$ cat config.mk
export PLATFORM = sky130hd
export DESIGN_NAME = regfile_wb_arbiter_flat
export DESIGN_NICKNAME = d
export VERILOG_FILES = /design/src/rtl/regfile_wb_arbiter_pkg.sv /design/src/rtl/regfile_wb_arbiter_if.sv /design/src/rtl/regfile_wb_arbiter_lq_fifo.sv /design/src/rtl/regfile_wb_arbiter.sv /design/src/flat_wrapper.sv
export SDC_FILE = /design/constraint.sdc
export NUM_CORES = 1
export LEC_CHECK = 0
export ABC_AREA = 1
export CAP_MARGIN = 30
export CORE_ASPECT_RATIO = 0.5
export CORE_UTILIZATION = 35
export CTS_CLUSTER_DIAMETER = 200
export CTS_CLUSTER_SIZE = 28
export DETAILED_ROUTE_END_ITERATION = 12
export HOLD_SLACK_MARGIN = 0.03
export PLACE_DENSITY = 0.65
export SYNTH_ARGS = -nofsm -noshare
export SYNTH_HDL_FRONTEND = slang
export SYNTH_SLANG_ARGS = --single-unit
$ cat constraint.sdc
create_clock -name clk -period 4.1 [get_ports clk]
set_clock_uncertainty 0.1 [all_clocks]
set_input_delay 0.82 -clock clk [delete_from_list [all_inputs] [get_ports clk]]
set_output_delay 0.82 -clock clk [all_outputs]
set_load 0.1 [all_outputs]
$ cat src/rtl/regfile_wb_arbiter_pkg.sv
// Shared types and default sizes for the register-file writeback arbiter.
// Optional read bypass is controlled by REGFILE_WB_BYPASS_EN (see top).
`timescale 1ns/1ps
package regfile_wb_pkg;
    localparam int WB_DATA_WIDTH    = 32;
    localparam int WB_REG_FILE_SIZE = 32;
    localparam int WB_LQ_DEPTH      = 4;
    localparam int WB_STARVE_MAX    = 3;
    localparam int WB_AW            = $clog2(WB_REG_FILE_SIZE);
    localparam int WB_CNT_W         = $clog2(WB_LQ_DEPTH) + 1;

    typedef struct packed {
        logic [WB_AW-1:0]         rd;
        logic [WB_DATA_WIDTH-1:0] data;
    } wb_req_t;

    typedef enum logic [1:0] {
        WB_NONE,
        WB_ALU,
        WB_LQ
    } wb_src_e;
endpackage

$ cat src/rtl/regfile_wb_arbiter_if.sv
// ALU result and load-return handshakes feeding the writeback arbiter.
// master = execute/memory side, slave = arbiter.
`timescale 1ns/1ps
interface regfile_wb_arbiter_if
    import regfile_wb_pkg::*;
#(
    parameter int DATA_WIDTH = WB_DATA_WIDTH,
    parameter int AW         = WB_AW
);
    logic                  i_alu_valid;
    logic                  o_alu_ready;
    logic [AW-1:0]         i_alu_rd;
    logic [DATA_WIDTH-1:0] i_alu_data;
    logic                  i_ld_valid;
    logic                  o_ld_ready;
    logic [AW-1:0]         i_ld_rd;
    logic [DATA_WIDTH-1:0] i_ld_data;

    modport master (
        output i_alu_valid, i_alu_rd, i_alu_data,
        output i_ld_valid, i_ld_rd, i_ld_data,
        input  o_alu_ready, o_ld_ready
    );

    modport slave (
        input  i_alu_valid, i_alu_rd, i_alu_data,
        input  i_ld_valid, i_ld_rd, i_ld_data,
        output o_alu_ready, o_ld_ready
    );
endinterface

$ cat src/rtl/regfile_wb_arbiter_lq_fifo.sv
// Load-return queue: wrapping-pointer FIFO, head only shows stored entries
// (no fall-through), so a push is visible at the head one cycle later.
`timescale 1ns/1ps
module wb_lq_fifo
    import regfile_wb_pkg::*;
#(
    parameter int DATA_WIDTH = WB_DATA_WIDTH,
    parameter int AW         = WB_AW,
    parameter int LQ_DEPTH   = WB_LQ_DEPTH
) (
    input  logic                         clk,
    input  logic                         rst,
    input  logic                         push,
    input  logic [AW-1:0]                push_rd,
    input  logic [DATA_WIDTH-1:0]        push_data,
    input  logic                         pop,
    output logic [AW-1:0]                head_rd,
    output logic [DATA_WIDTH-1:0]        head_data,
    output logic                         full,
    output logic                         empty,
    output logic [$clog2(LQ_DEPTH):0]    count
);
    localparam int PW = $clog2(LQ_DEPTH);
    localparam int CW = PW + 1;

    logic [AW-1:0]         rd_mem   [LQ_DEPTH];
    logic [DATA_WIDTH-1:0] data_mem [LQ_DEPTH];
    logic [PW-1:0]         wptr;
    logic [PW-1:0]         rptr;
    logic [CW-1:0]         count_q;
    logic                  do_push;
    logic                  do_pop;

    assign full      = (count_q == CW'(LQ_DEPTH));
    assign empty     = (count_q == '0);
    assign count     = count_q;
    assign do_push   = push && !full;
    assign do_pop    = pop && !empty;
    assign head_rd   = rd_mem[rptr];
    assign head_data = data_mem[rptr];

    always_ff @(posedge clk or posedge rst) begin
        if (rst) begin
            wptr    <= '0;
            rptr    <= '0;
            count_q <= '0;
        end else begin
            if (do_push) wptr <= wptr + PW'(1);
            if (do_pop)  rptr <= rptr + PW'(1);
            case ({do_push, do_pop})
                2'b10:   count_q <= count_q + CW'(1);
                2'b01:   count_q <= count_q - CW'(1);
                default: count_q <= count_q;
            endcase
        end
    end

    // Payload storage carries no reset; occupancy is tracked by the pointers.
    always_ff @(posedge clk) begin
        if (do_push) begin
            rd_mem[wptr]   <= push_rd;
            data_mem[wptr] <= push_data;
        end
    end
endmodule

$ cat src/rtl/regfile_wb_arbiter.sv
// Merges ALU results and queued load returns onto the register-file write port.
// Define REGFILE_WB_BYPASS_EN to forward the in-flight write onto the read ports.
`timescale 1ns/1ps
module regfile_wb_arbiter
    import regfile_wb_pkg::*;
#(
    parameter int DATA_WIDTH    = WB_DATA_WIDTH,
    parameter int REG_FILE_SIZE = WB_REG_FILE_SIZE,
    parameter int LQ_DEPTH      = WB_LQ_DEPTH,
    parameter int STARVE_MAX    = WB_STARVE_MAX
) (
    input  logic                               clk,
    input  logic                               rst,
    regfile_wb_arbiter_if.slave                wb,
    output logic [$clog2(REG_FILE_SIZE)-1:0]   o_waddr,
    output logic [DATA_WIDTH-1:0]              o_wdata,
    output logic                               o_wen,
    output logic [$clog2(LQ_DEPTH):0]          o_lq_count,
    input  logic [$clog2(REG_FILE_SIZE)-1:0]   i_raddr1,
    input  logic [$clog2(REG_FILE_SIZE)-1:0]   i_raddr2,
    input  logic [DATA_WIDTH-1:0]              i_rdata1,
    input  logic [DATA_WIDTH-1:0]              i_rdata2,
    output logic [DATA_WIDTH-1:0]              o_rdata1,
    output logic [DATA_WIDTH-1:0]              o_rdata2
);
    localparam int AW = $clog2(REG_FILE_SIZE);
    localparam int SW = $clog2(STARVE_MAX + 1);

    logic                  run;
    logic [SW-1:0]         starve_cnt;
    logic                  lq_full;
    logic                  lq_empty;
    logic [AW-1:0]         lq_head_rd;
    logic [DATA_WIDTH-1:0] lq_head_data;
    logic                  lq_push;
    logic                  lq_pop;

    wb_src_e               gnt_src_p0;
    logic [AW-1:0]         req_rd_p0;
    logic [DATA_WIDTH-1:0] req_data_p0;
    logic                  wr_en_p0;

    assign lq_push       = wb.i_ld_valid && wb.o_ld_ready;
    assign lq_pop        = (gnt_src_p0 == WB_LQ);
    assign wb.o_ld_ready = !rst && !lq_full;
    assign wb.o_alu_ready = (gnt_src_p0 == WB_ALU);

    wb_lq_fifo #(
        .DATA_WIDTH (DATA_WIDTH),
        .AW         (AW),
        .LQ_DEPTH   (LQ_DEPTH)
    ) u_lq (
        .clk       (clk),
        .rst       (rst),
        .push      (lq_push),
        .push_rd   (wb.i_ld_rd),
        .push_data (wb.i_ld_data),
        .pop       (lq_pop),
        .head_rd   (lq_head_rd),
        .head_data (lq_head_data),
        .full      (lq_full),
        .empty     (lq_empty),
        .count     (o_lq_count)
    );

    // Holds off grants for the first edge after reset release.
    always_ff @(posedge clk or posedge rst) begin
        if (rst) run <= 1'b0;
        else     run <= 1'b1;
    end

    // Stage p0: arbitration and request select.
    always_comb begin
        gnt_src_p0 = WB_NONE;
        if (run) begin
            if (lq_empty) begin
                if (wb.i_alu_valid) gnt_src_p0 = WB_ALU;
            end else if (wb.i_alu_valid && (starve_cnt == SW'(STARVE_MAX))) begin
                gnt_src_p0 = WB_ALU;
            end else begin
                gnt_src_p0 = WB_LQ;
            end
        end
    end

    always_comb begin
        req_rd_p0   = '0;
        req_data_p0 = '0;
        case (gnt_src_p0)
            WB_ALU: begin
                req_rd_p0   = wb.i_alu_rd;
                req_data_p0 = wb.i_alu_data;
            end
            WB_LQ: begin
                req_rd_p0   = lq_head_rd;
                req_data_p0 = lq_head_data;
            end
            default: begin
                req_rd_p0   = '0;
                req_data_p0 = '0;
            end
        endcase
    end

    // r0 requests are consumed but never written.
    assign wr_en_p0 = (gnt_src_p0 != WB_NONE) && (req_rd_p0 != '0);

    always_ff @(posedge clk or posedge rst) begin
        if (rst) begin
            starve_cnt <= '0;
        end else if (!wb.i_alu_valid || (gnt_src_p0 == WB_ALU)) begin
            starve_cnt <= '0;
        end else if (gnt_src_p0 == WB_LQ) begin
            starve_cnt <= starve_cnt + SW'(1);
        end
    end

    // Stage p1: registered write port.
    always_ff @(posedge clk or posedge rst) begin
        if (rst) begin
            o_wen   <= 1'b0;
            o_waddr <= '0;
            o_wdata <= '0;
        end else begin
            o_wen <= wr_en_p0;
            if (wr_en_p0) begin
                o_waddr <= req_rd_p0;
                o_wdata <= req_data_p0;
            end
        end
    end

`ifdef REGFILE_WB_BYPASS_EN
    always_comb begin
        o_rdata1 = i_rdata1;
        o_rdata2 = i_rdata2;
        if (o_wen && (o_waddr == i_raddr1) && (i_raddr1 != '0)) o_rdata1 = o_wdata;
        if (o_wen && (o_waddr == i_raddr2) && (i_raddr2 != '0)) o_rdata2 = o_wdata;
    end
`else
    logic unused_raddr;
    assign unused_raddr = ^{i_raddr1, i_raddr2};
    assign o_rdata1     = i_rdata1;
    assign o_rdata2     = i_rdata2;
`endif
endmodule

$ cat src/flat_wrapper.sv
// flat-port wrapper written by rule: the top's interface ports become plain ports
module regfile_wb_arbiter_flat import regfile_wb_pkg::*;
#(
    parameter int DATA_WIDTH    = WB_DATA_WIDTH,
    parameter int REG_FILE_SIZE = WB_REG_FILE_SIZE,
    parameter int LQ_DEPTH      = WB_LQ_DEPTH,
    parameter int STARVE_MAX    = WB_STARVE_MAX
)
  (clk, rst, o_waddr, o_wdata, o_wen, o_lq_count, i_raddr1, i_raddr2, i_rdata1, i_rdata2, o_rdata1, o_rdata2, wb_i_alu_valid, wb_i_alu_rd, wb_i_alu_data, wb_i_ld_valid, wb_i_ld_rd, wb_i_ld_data, wb_o_alu_ready, wb_o_ld_ready);
  regfile_wb_arbiter_if #(.DATA_WIDTH(DATA_WIDTH), .AW(5)) wb_i ();
  input  logic clk;
  input  logic rst;
  output logic [$clog2(REG_FILE_SIZE)-1:0] o_waddr;
  output logic [DATA_WIDTH-1:0] o_wdata;
  output logic o_wen;
  output logic [$clog2(LQ_DEPTH):0] o_lq_count;
  input  logic [$clog2(REG_FILE_SIZE)-1:0] i_raddr1;
  input  logic [$clog2(REG_FILE_SIZE)-1:0] i_raddr2;
  input  logic [DATA_WIDTH-1:0] i_rdata1;
  input  logic [DATA_WIDTH-1:0] i_rdata2;
  output logic [DATA_WIDTH-1:0] o_rdata1;
  output logic [DATA_WIDTH-1:0] o_rdata2;
  input wire logic [$bits(wb_i.i_alu_valid)-1:0] wb_i_alu_valid;
  input wire logic [$bits(wb_i.i_alu_rd)-1:0] wb_i_alu_rd;
  input wire logic [$bits(wb_i.i_alu_data)-1:0] wb_i_alu_data;
  input wire logic [$bits(wb_i.i_ld_valid)-1:0] wb_i_ld_valid;
  input wire logic [$bits(wb_i.i_ld_rd)-1:0] wb_i_ld_rd;
  input wire logic [$bits(wb_i.i_ld_data)-1:0] wb_i_ld_data;
  output wire logic [$bits(wb_i.o_alu_ready)-1:0] wb_o_alu_ready;
  output wire logic [$bits(wb_i.o_ld_ready)-1:0] wb_o_ld_ready;
  assign wb_i.i_alu_valid = wb_i_alu_valid;
  assign wb_i.i_alu_rd = wb_i_alu_rd;
  assign wb_i.i_alu_data = wb_i_alu_data;
  assign wb_i.i_ld_valid = wb_i_ld_valid;
  assign wb_i.i_ld_rd = wb_i_ld_rd;
  assign wb_i.i_ld_data = wb_i_ld_data;
  assign wb_o_alu_ready = wb_i.o_alu_ready;
  assign wb_o_ld_ready = wb_i.o_ld_ready;
  regfile_wb_arbiter #(.DATA_WIDTH(DATA_WIDTH), .REG_FILE_SIZE(REG_FILE_SIZE), .LQ_DEPTH(LQ_DEPTH), .STARVE_MAX(STARVE_MAX)) u_core (.clk(clk), .rst(rst), .wb(wb_i), .o_waddr(o_waddr), .o_wdata(o_wdata), .o_wen(o_wen), .o_lq_count(o_lq_count), .i_raddr1(i_raddr1), .i_raddr2(i_raddr2), .i_rdata1(i_rdata1), .i_rdata2(i_rdata2), .o_rdata1(o_rdata1), .o_rdata2(o_rdata2));
endmodule
Word-level counts from Yosys, hierarchy flattened --
Memories as Yosys holds them, arrays and structs flattened. Cells that the tools add are included.
Storage, ports and cells: register bits 48, memory bits (writable) 148, input bits 152, output and inout bits 107, logic and storage cells 48, memories kept 2
Memories:
- u_core.u_lq.data_mem | depth 4, width 32, rd ports 1, clocked after Yosys merged registers in 0, write ports 1, line regfile_wb_arbiter_lq_fifo.sv:27 | logic [DATA_WIDTH-1:0] data_mem [LQ_DEPTH];
- u_core.u_lq.rd_mem | depth 4, width 5, rd ports 1, clocked after Yosys merged registers in 0, write ports 1, line regfile_wb_arbiter_lq_fifo.sv:26 | logic [AW-1:0] rd_mem [LQ_DEPTH];
Cells by class: add/subtract/negate cells 5, eq/ne operators 6, mux-type cells 11, reductions and logical operators 16
Operators with widths (number):
- $pmux 32 s2 | 1
- $mux 2 | 5
- $pmux 5 s2 | 1
- $add 2x1->2 const B | 3
- $eq 2x2->1 const B | 3
- $logic_and 1x1->1 | 6
- $pmux 3 s2 | 1
- $reduce_bool 2->1 | 3
- $reduce_bool 5->1 | 1
- $eq 2x1->1 const B | 2
- $logic_not 1->1 | 4
- $add 3x1->3 const B | 1
- $eq 3x3->1 const B | 1
- $logic_not 3->1 | 1
- $mux 1 | 3
- $sub 3x1->3 const B | 1
- $logic_or 1x1->1 | 1

Longest topological paths before layout --
Gate-level depths: netlist of run 1.
depth in word-level cells 9, depth in mapped cells 15, mapped depth without buffers 13

Modules after synthesis --
From an unflattened synthesis of run 1, not the netlist that was laid out.
Second synthesis, totals: cells, all modules 882, area total of the unflattened synthesis 9128.8 µm²
By module, submodules not included:
- wb_lq_fifo | instances 1, cells each 494, area an instance 6348.6 µm²
- regfile_wb_arbiter | instances 1, cells each 388, area an instance 2780.2 µm²

Worst setup path after synthesis of run 1 --
OpenSTA, ideal clock, no wires.
kind register -> register, start point register u_core.u_lq.count_q[0], in the netlist u_core.u_lq.count[0], end point memory u_core.u_lq.data_mem[0][0] (netlist bit) (enable), library setup time 0.431 ns, data arrival time 5.170 ns, path slack -1.601 ns, cell stages (with the launch flop) 5, path buffers 0, period minus slack after synthesis 5.701 ns, cell sequence dfrtp_1 > inv_1 > a31oi_1 > nand2_1 > nor2_1
On the way: word-level cells in the longest chain between the ends 7
RTL lines:
- start, declared | line regfile_wb_arbiter_lq_fifo.sv:30 | logic [CW-1:0] count_q;
- start signal, assigned | line regfile_wb_arbiter_lq_fifo.sv:51 | 2'b10: count_q <= count_q + CW'(1);
- start signal, assigned | line regfile_wb_arbiter_lq_fifo.sv:52 | 2'b01: count_q <= count_q - CW'(1);
- start signal, assigned | line regfile_wb_arbiter_lq_fifo.sv:53 | default: count_q <= count_q;
- $eq 3x3->1 | line regfile_wb_arbiter_lq_fifo.sv:34 | assign full = (count_q == CW'(LQ_DEPTH));
- $logic_not 1->1 | line regfile_wb_arbiter.sv:45 | assign wb.o_ld_ready = !rst && !lq_full;
- $logic_and 1x1->1 | line regfile_wb_arbiter.sv:45
- net wb_o_ld_ready | line flat_wrapper.sv:30 | output wire logic [$bits(wb_i.o_ld_ready)-1:0] wb_o_ld_ready;
- $logic_and 1x1->1 | line regfile_wb_arbiter.sv:43 | assign lq_push = wb.i_ld_valid && wb.o_ld_ready;
- $logic_and 1x1->1 | line regfile_wb_arbiter_lq_fifo.sv:37 | assign do_push = push && !full;
- $mux 1 | line regfile_wb_arbiter_lq_fifo.sv:60 | if (do_push) begin
- $mux 1 (not written as such) | line regfile_wb_arbiter_lq_fifo.sv:62 | data_mem[wptr] <= push_data;
- end, declared | line regfile_wb_arbiter_lq_fifo.sv:27
The timed path passes the listed nets, and every way through them passes these cells.

Worst setup path after layout of run 1 --
start point input wb_i_alu_valid, end point output wb_o_alu_ready
On the way: word-level cells in the longest chain between the ends 5, elaborated cells between the ends (all ways) 6
RTL lines:
- start, declared | line flat_wrapper.sv:23 | input wire logic [$bits(wb_i.i_alu_valid)-1:0] wb_i_alu_valid;
- $logic_and 1x1->1 | line regfile_wb_arbiter.sv:78 | end else if (wb.i_alu_valid && (starve_cnt == SW'(STARVE_MAX))) begin
- $mux 2 | line regfile_wb_arbiter.sv:78
- $mux 2 * | line regfile_wb_arbiter.sv:76 | if (lq_empty) begin
- $mux 2 * | line regfile_wb_arbiter.sv:75 | if (run) begin
- $eq 2x1->1 * | line regfile_wb_arbiter.sv:46 | assign wb.o_alu_ready = (gnt_src_p0 == WB_ALU);
- end, declared | line flat_wrapper.sv:29 | output wire logic [$bits(wb_i.o_alu_ready)-1:0] wb_o_alu_ready;
Mark *: on every way between the ends. The rest lies on a longest branch, timed or not.

==> results by group, run 1 <==
Setup path
  • Startpoint types: input pin
  • Setup Crit Path Kind: input pin to primary output
  • Worst path arrival time: 2.43 ns
  • Crit path max-delay cell type: ha_1
  • Top delay family on crit path: buffers and inverters
  • Buffers & Inverters on Critical Path: 2
  • Reg2reg path depth: 13
  • Number of stages on the worst setup path: 5
  • CP endpoint kind: primary output
  • CP required: 3.18 ns
  • Critical path cell sequence: clkdlybuf4s50_1, nand2_1, nor2_1, ha_1, buf_12
  • CP peak stage delay: 0.58 ns
  • Crit Path Max Fanout: 15

Placed design
  • Placed insts: 1179
  • Placed wire-length estimate: 12970 microns
  • Routability cong.: between 0.7 and 0.8
  • Buffers on Ports: 120

Synthesis
  • Register area share after synthesis: 64.89%
  • Syn_area_per_cell: around 11 sq um
  • Yosys warnings: 0
  • Count of cell types in the netlist: 28
  • Mapped Nets: 979
  • Synthesized flop and latch total: between 150 and 200
  • Mapped cell area: 8700 sq um
  • Cell count after synthesis: between 800 and 900

Timing
  • Crit share post-route: 81.63%
  • Unrepaired setup endpoints after global routing: false
  • Final TNS setup: 0 ns
  • Slew @ Worst Pin: 1.008 ns
  • Hold Violations, Final: 0
  • # setup viols final: 0
  • Final worst path period need: 3.347 ns
  • Fin. max-slew vios: 0
  • Max Clk Rate: 0.2988 GHz
  • Slew HR: 32.56%

Clock network
  • CTS tree: built
  • Post-CTS sizing: 0
  • Clock sinks: ~200
  • # Post-CTS Setup Buffers: 0
  • Cts bufs inserted: 17
  • Clock latency on the worst-skew pair: about 0.43 ns
  • H-tree lvl count: 4
  • CTS Hold Bufs: 0
  • Root Buffer: clkbuf_16
  • Clock slew at reported path FFs: 0.06 ns
  • Max clock buf depth: 2

Flow run
  • Max Cap Viol: 0

Routing
  • Wire per inst: between 15 and 20 microns
  • Post-route ant nets: 0
  • DR pass1 iterations: 5
  • DRT Wirelength: 20520 microns
  • Residual DRC: 0
  • Vias per cell: 4.848
  • Initial DRC Count: 450
  • Via Count: 5871

Power
  • PD cells: 700.0 nW/um^2
  • Leak: 3.963 nW
  • Logic pwr share: 43.3%
  • Maximum VDD drop: 0.4807 mV
  • Switching power of the nets: ~3.1 mW
  • Total chip power: roughly 7.3 mW
  • Internal power: ~4.2 mW
  • Clk pwr share: 21.6%
  • Switching fraction of total power: a little over two fifths
  • Sequential Power Share: between 30% and 40%

Floorplan
  • Core area: approximately 24000 sq um
  • Die Ht: 113.5 microns
  • Die Width: ~220 microns
  • Io pins: between 200 and 300
  • Die footprint: between 20000 and 30000 sq um
  • Initial core utilization: 35.99%
  • Std-Cell Rows: 40

Finish
  • Layout area overhead: 19.98%
  • Fill count: 2218
  • Sequential cell area: 5647 sq um
  • Final instance count without filler cells: 1211
  • Final nets: 1024
  • Multi-input logic area: 2246 sq um
  • ANT cells: 0
  • Layout cells sized above 1: 7.314%

GRT
  • Initial antenna violation count: 0
  • Pin count of the biggest net entering global routing: 76
  • Vias in the first global route: 5866
  • Overflow after GRT: 0
  • GRT Util Overall: 16.43%
  • First-pass GRT wire length: 31660 microns

Status
  • Status: finished, final reports clean

Hold path
  • Hold Path Class: register to register
  • Worst hold path stage count: 2
worst register-to-register path, stage by stage (launching register included):
cell,delay (ns)
dfrtp_1,0.40
ha_1,0.23
nand2_1,0.07
nand3_1,0.12
inv_1,0.08
ha_1,0.42
nand2_1,0.13
inv_1,0.11
ha_1,0.14
inv_1,0.07
fa_1,0.38
a21oi_1,0.15
o21ai_0,0.13
xnor2_1,0.14
cell families after synthesis:
group           count (synthesis)  synth area share (%)
flops                         196                 64.89
buf+inv                       149                 9.794
xor+xnor                        4                0.4028
other cells                     1               0.04311
compound gates                136                 8.428
fa+ha+maj                      10                 1.525
simple gates                  321                 14.91
flip-flops by register name, summed over array words and instances (netlist names), 2 cells and up:
register and count:
u_core.u_lq.wptr 2, u_core.starve_cnt 2, u_core.u_lq.rptr 2, u_core.u_lq.rd_mem 20
u_core.u_lq.data_mem 128, u_core.o_wdata 32, u_core.o_waddr 5, u_core.u_lq.count 3
final cells by class:
type | instances | share of cell area [%]
clock inverter | 10 | 1.019
sequential | 196 | 54.10
inverter | 40 | 1.439
tap | 336 | 4.028
multi-input combinational | 472 | 21.52
clock buffer | 22 | 4.256
timing repair buffer | 135 | 13.64
final timing paths:
path	start	to	slack, ns
setup / recovery	wb_i_alu_valid	wb_o_alu_ready	0.75
hold / removal	u_core.o_wdata[20]	u_core.o_wdata[20]	0.37
setup reg to reg	u_core.starve_cnt[0]	u_core.u_lq.count[2]	1.30
hold reg to reg	u_core.o_wdata[20]	u_core.o_wdata[20]	0.37
max in group asynchronous	rst	u_core.o_waddr[0]	2.37
min in group asynchronous	rst	u_core.u_lq.count[1]	0.79
cells in the final DEF (no fill, tap or decap), types with 9 or more instances in the layout:
master	count
a21oi_1	35
buf_4	9
clkbuf_16	17
clkdlybuf4s50_1	118
dfrtp_1	47
edfxtp_1	148
ha_1	9
inv_1	35
nand2_1	186
nand2_2	9
nand3_1	47
nor2_1	72
o21ai_0	66
o22ai_1	32
power groups by stage:
stage               clock network [mW]  logic [mW]  registers (mW)
floorplan                            0        1.78            3.40
global placement                     0        3.11            2.60
detailed placement                   0        3.17            2.61
CTS                               1.60        3.19            2.57
global route                      1.68        3.42            2.59
finish                            1.58        3.16            2.57
per-stage QoR:
step           worst slack [ns]  utilization (%)  area (sq um)  hold WS [ns]
2_1_floorplan           -0.2218                -          8716        0.3461
5_1_grt                  0.6361            43.18         10440        0.4012
3_3_place_gp             0.7044            40.67          9832        0.3545
4_1_cts                  0.7697            43.18         10440        0.3746
3_5_place_dp             0.6338            40.90          9887        0.3578
6_report                 0.7530            43.18         10440        0.3713
cells in the mapped netlist:
cell type	n	share of area, %
buf_4	66	5.7
o21ai_0	66	3.8
nand2_2	9	0.65
xor2_1	2	0.20
nand3_1	47	2.7
nand2_1	186	8.0
ha_1	9	1.3
inv_2	4	0.17
a32o_1	1	0.12
buf_8	1	0.17
buf_2	9	0.52
o22ai_1	32	2.3
clkbuf_1	23	0.99
buf_1	7	0.30
inv_1	36	1.6
buf_6	3	0.39
dfrtp_1	48	14
nor2_1	76	3.3
fa_1	1	0.23
nand2_4	1	0.13
o21bai_2	1	0.13
a31oi_1	1	0.072
nor2_2	1	0.072
nor3_1	1	0.057
edfxtp_1	148	51
a21oi_1	35	2.0
conb_1	1	0.043
xnor2_1	2	0.20
layer usage:
layer	GRT usage [%]	share of wire, %
met1	19.64	41
met2	27.43	49
met5	0	0
met3	3.735	4.6
met4	9.841	4.4
(Power assumes the default switching activity.)
==> run 2, diff against run 1 <==
clock period = 3.3 ns   (was 4.1 ns; I/O delays follow)
==> results by group, run 2 (synthesis gave the netlist of run 1 again) <==
Status
  • Status: finished, final reports clean (unchanged)

Finish
  • Commonest non-fill, non-tap cell in the layout: nand2_1 (unchanged)
  • Layout area overhead: 19.70% (was 19.98%)
  • Largest registers: u_core.u_lq.data_mem (128), u_core.o_wdata (32), u_core.u_lq.rd_mem (20) (unchanged)
  • Final nets: 1033 (was 1024)
  • Most flop-heavy register: u_core.u_lq.data_mem (unchanged)
  • Fill count: 2252 (was 2218)
  • Flip-flop count of the largest register after layout: 128 (unchanged)
  • Most frequent cells in the layout: nand2_1 (186), edfxtp_1 (148), clkdlybuf4s50_1 (77) (was nand2_1 (186), edfxtp_1 (148), clkdlybuf4s50_1 (118))
  • Final instance count without filler cells: 1222 (was 1211)
  • Layout cells sized above 1: 13.80% (was 7.314%)

Placed design
  • Placed wire-length estimate: 14220 microns (was 12970 microns)
  • Buffers on Ports: 120 (unchanged)
  • Placed insts: 1188 (was 1179)
  • Routability cong.: 0.7733 (was 0.7971)

Flow run
  • Max Cap Viol: 0 (unchanged)

Setup path
  • Startpoint types: input pin (unchanged)
  • RR Startpoint: u_core.starve_cnt[0] (unchanged)
  • Crit path max-delay cell type: clkdlybuf4s50_1 (was ha_1)
  • Reg2reg end: u_core.u_lq.count[2] (unchanged)
  • Top delay family on crit path: buffers and inverters (unchanged)
  • Critical path cell sequence: clkdlybuf4s50_1, nand2_1, nor2_1, ha_2, buf_12 (was clkdlybuf4s50_1, nand2_1, nor2_1, ha_1, buf_12)
  • R2R setup slack: 0.76 ns (was 1.30 ns)
  • Worst path arrival time: 2.02 ns (was 2.43 ns)
  • Buffers & Inverters on Critical Path: 2 (unchanged)
  • CP required: 2.54 ns (was 3.18 ns)
  • Crit Path Max Fanout: 9 (was 15)
  • Reg2reg path depth: 13 (unchanged)
  • CP endpoint kind: primary output (unchanged)
  • Number of stages on the worst setup path: 5 (unchanged)
  • CP peak stage delay: 0.52 ns (was 0.58 ns)
  • Setup Crit Path Kind: input pin to primary output (unchanged)

Clock network
  • Clock slew at reported path FFs: 0.07 ns (was 0.06 ns)
  • Max clock buf depth: 2 (unchanged)
  • CTS tree: built (unchanged)
  • Cts bufs inserted: 17 (unchanged)
  • CTS Hold Bufs: 0 (unchanged)
  • Post-CTS sizing: 0 (unchanged)
  • Root Buffer: clkbuf_16 (unchanged)
  • Clock latency on the worst-skew pair: 0.44 ns (was 0.43 ns)
  • # Post-CTS Setup Buffers: 0 (unchanged)
  • Clock sinks: 196 (unchanged)
  • H-tree lvl count: 4 (unchanged)

Power
  • Switching power of the nets: 3.964 mW (was 3.133 mW)
  • Internal power: 5.191 mW (was 4.174 mW)
  • PD cells: 879.1 nW/um^2 (was 700.0 nW/um^2)
  • Leak: 4.083 nW (was 3.963 nW)
  • Logic pwr share: 42.8% (was 43.3%)
  • Switching fraction of total power: 43.30% (was 42.88%)
  • Clk pwr share: 22.2% (was 21.6%)
  • Sequential Power Share: 34.9% (was 35.2%)
  • Maximum VDD drop: 0.3801 mV (was 0.4807 mV)

Floorplan
  • Io pins: 259 (unchanged)
  • Die Width: 225.0 microns (unchanged)
  • Die Ht: 113.5 microns (unchanged)
  • Core area: 24170 sq um (unchanged)
  • Std-Cell Rows: 40 (unchanged)
  • Die footprint: 25530 sq um (unchanged)
  • Initial core utilization: 35.99% (unchanged)

Hold path
  • Hold path endpoint: u_core.o_wdata[25] (was u_core.o_wdata[20])
  • Hold Path Origin: u_core.o_wdata[25] (was u_core.o_wdata[20])
  • Worst hold path stage count: 2 (unchanged)
  • Hold Path Class: register to register (unchanged)

Timing
  • Unrepaired setup endpoints after global routing: false (unchanged)
  • Max Clk Rate: 0.3593 GHz
  • Final worst path period need: 2.783 ns
  • Hold Violations, Final: 0 (unchanged)
  • Slew HR: 49.02% (was 32.56%)
  • Fin. max-slew vios: 0 (unchanged)
  • Slew @ Worst Pin: 0.7647 ns (was 1.008 ns)
  • Final TNS setup: 0 ns (unchanged)
  • Crit share post-route: a little over four fifths
  • # setup viols final: 0 (unchanged)

Routing
  • Vias per cell: 4.870 (was 4.848)
  • Initial DRC Count: 527 (was 450)
  • Top Metal Used: met5 (was met4)
  • Post-route ant nets: 0 (unchanged)
  • Residual DRC: 0 (unchanged)
  • Length of routed wiring on met1: 8393 microns (was 8513 microns)
  • Wire per inst: 17.89 microns (was 16.95 microns)
  • Via Count: 5951 (was 5871)
  • DRT Wirelength: 21860 microns (was 20520 microns)
  • Metal2 WL: 11130 microns (was 10160 microns)
  • Met3 wire length: 1386 microns (was 950 microns)
  • DR pass1 iterations: 4 (was 5)

GRT
  • GRT Util Overall: 17.44% (was 16.43%)
  • Initial antenna violation count: 4 (was 0)
  • Vias in the first global route: 5844 (was 5866)
  • Pin count of the biggest net entering global routing: 76 (unchanged)
  • Overflow after GRT: 0 (unchanged)
  • First-pass GRT wire length: 33320 microns (was 31660 microns)
-- run 2: cell types whose count changed in the layout (fill, tap and decap cells not counted), moves of 3 or more --
cell / change
clkinv_1: -3
clkbuf_8: +4
buf_4: +52
clkdlybuf4s50_1: -41
-- run 2: final cells by class --
type                    instances  area (sq um)  area share [%]
flip-flops and latches        196          5649           54.25
multi-input cells             472          2260           21.70
repair buffers                144          1349           12.95
clock buffers                  27         545.5           5.239
well taps                     336         420.4           4.037
inverters                      40         150.1           1.442
clock inverters                 5         35.03          0.3364
diodes                          2         5.005         0.04806
-- run 2: stage by stage --
step           setup WS, ns  hold WS, ns  total power, mW  area [sq um]  utilization (%)
6_report             0.5166       0.3757            9.155         10410            43.08
5_1_grt              0.4288       0.3932            9.626         10410            43.07
4_1_cts              0.5210       0.3761            9.216         10410            43.06
3_5_place_dp         0.2206       0.3607            7.192          9828            40.66
3_3_place_gp         0.2038       0.3563            7.118          9828            40.66
2_1_floorplan       0.03256       0.3461            6.457          8750                -
-- run 2: tightest hold or removal path, delay by kind of cell (launching register included) --
family        cells  cell delay (ns)
flops             1             0.34
simple gates      2             0.10
-- run 2: worst max path at each step --
stage | endpoint | from | slack (ns)
finish | wb_o_alu_ready | wb_i_alu_valid | 0.52
global route | wb_o_alu_ready | wb_i_alu_valid | 0.43
CTS | wb_o_alu_ready | u_core.u_lq.count[2] | 0.52
detailed placement | u_core.u_lq.count[2] | wb_i_alu_valid | 0.22
global placement | u_core.u_lq.count[2] | wb_i_alu_valid | 0.20
floorplan | u_core.u_lq.data_mem[0][0] | u_core.u_lq.count[2] | 0.03
-- run 2: power groups by stage --
stage / Clock (mW) / Sequential [mW] / Combinational [mW]
global route: 2.16 / 3.23 / 4.23
global placement: 0 / 3.24 / 3.88
detailed placement: 0 / 3.25 / 3.94
floorplan: 0 / 4.22 / 2.24
CTS: 2.06 / 3.20 / 3.96
finish: 2.04 / 3.20 / 3.92
-- run 2: metal layers --
| metal | vias to the layer above | track usage [%] |
|---|---|---|
| li1 | 2814 | - |
| met1 | 2916 | 19.53 |
| met2 | 153 | 30.19 |
| met3 | 64 | 4.894 |
| met4 | 4 | 9.887 |
| met5 | - | 0.5693 |
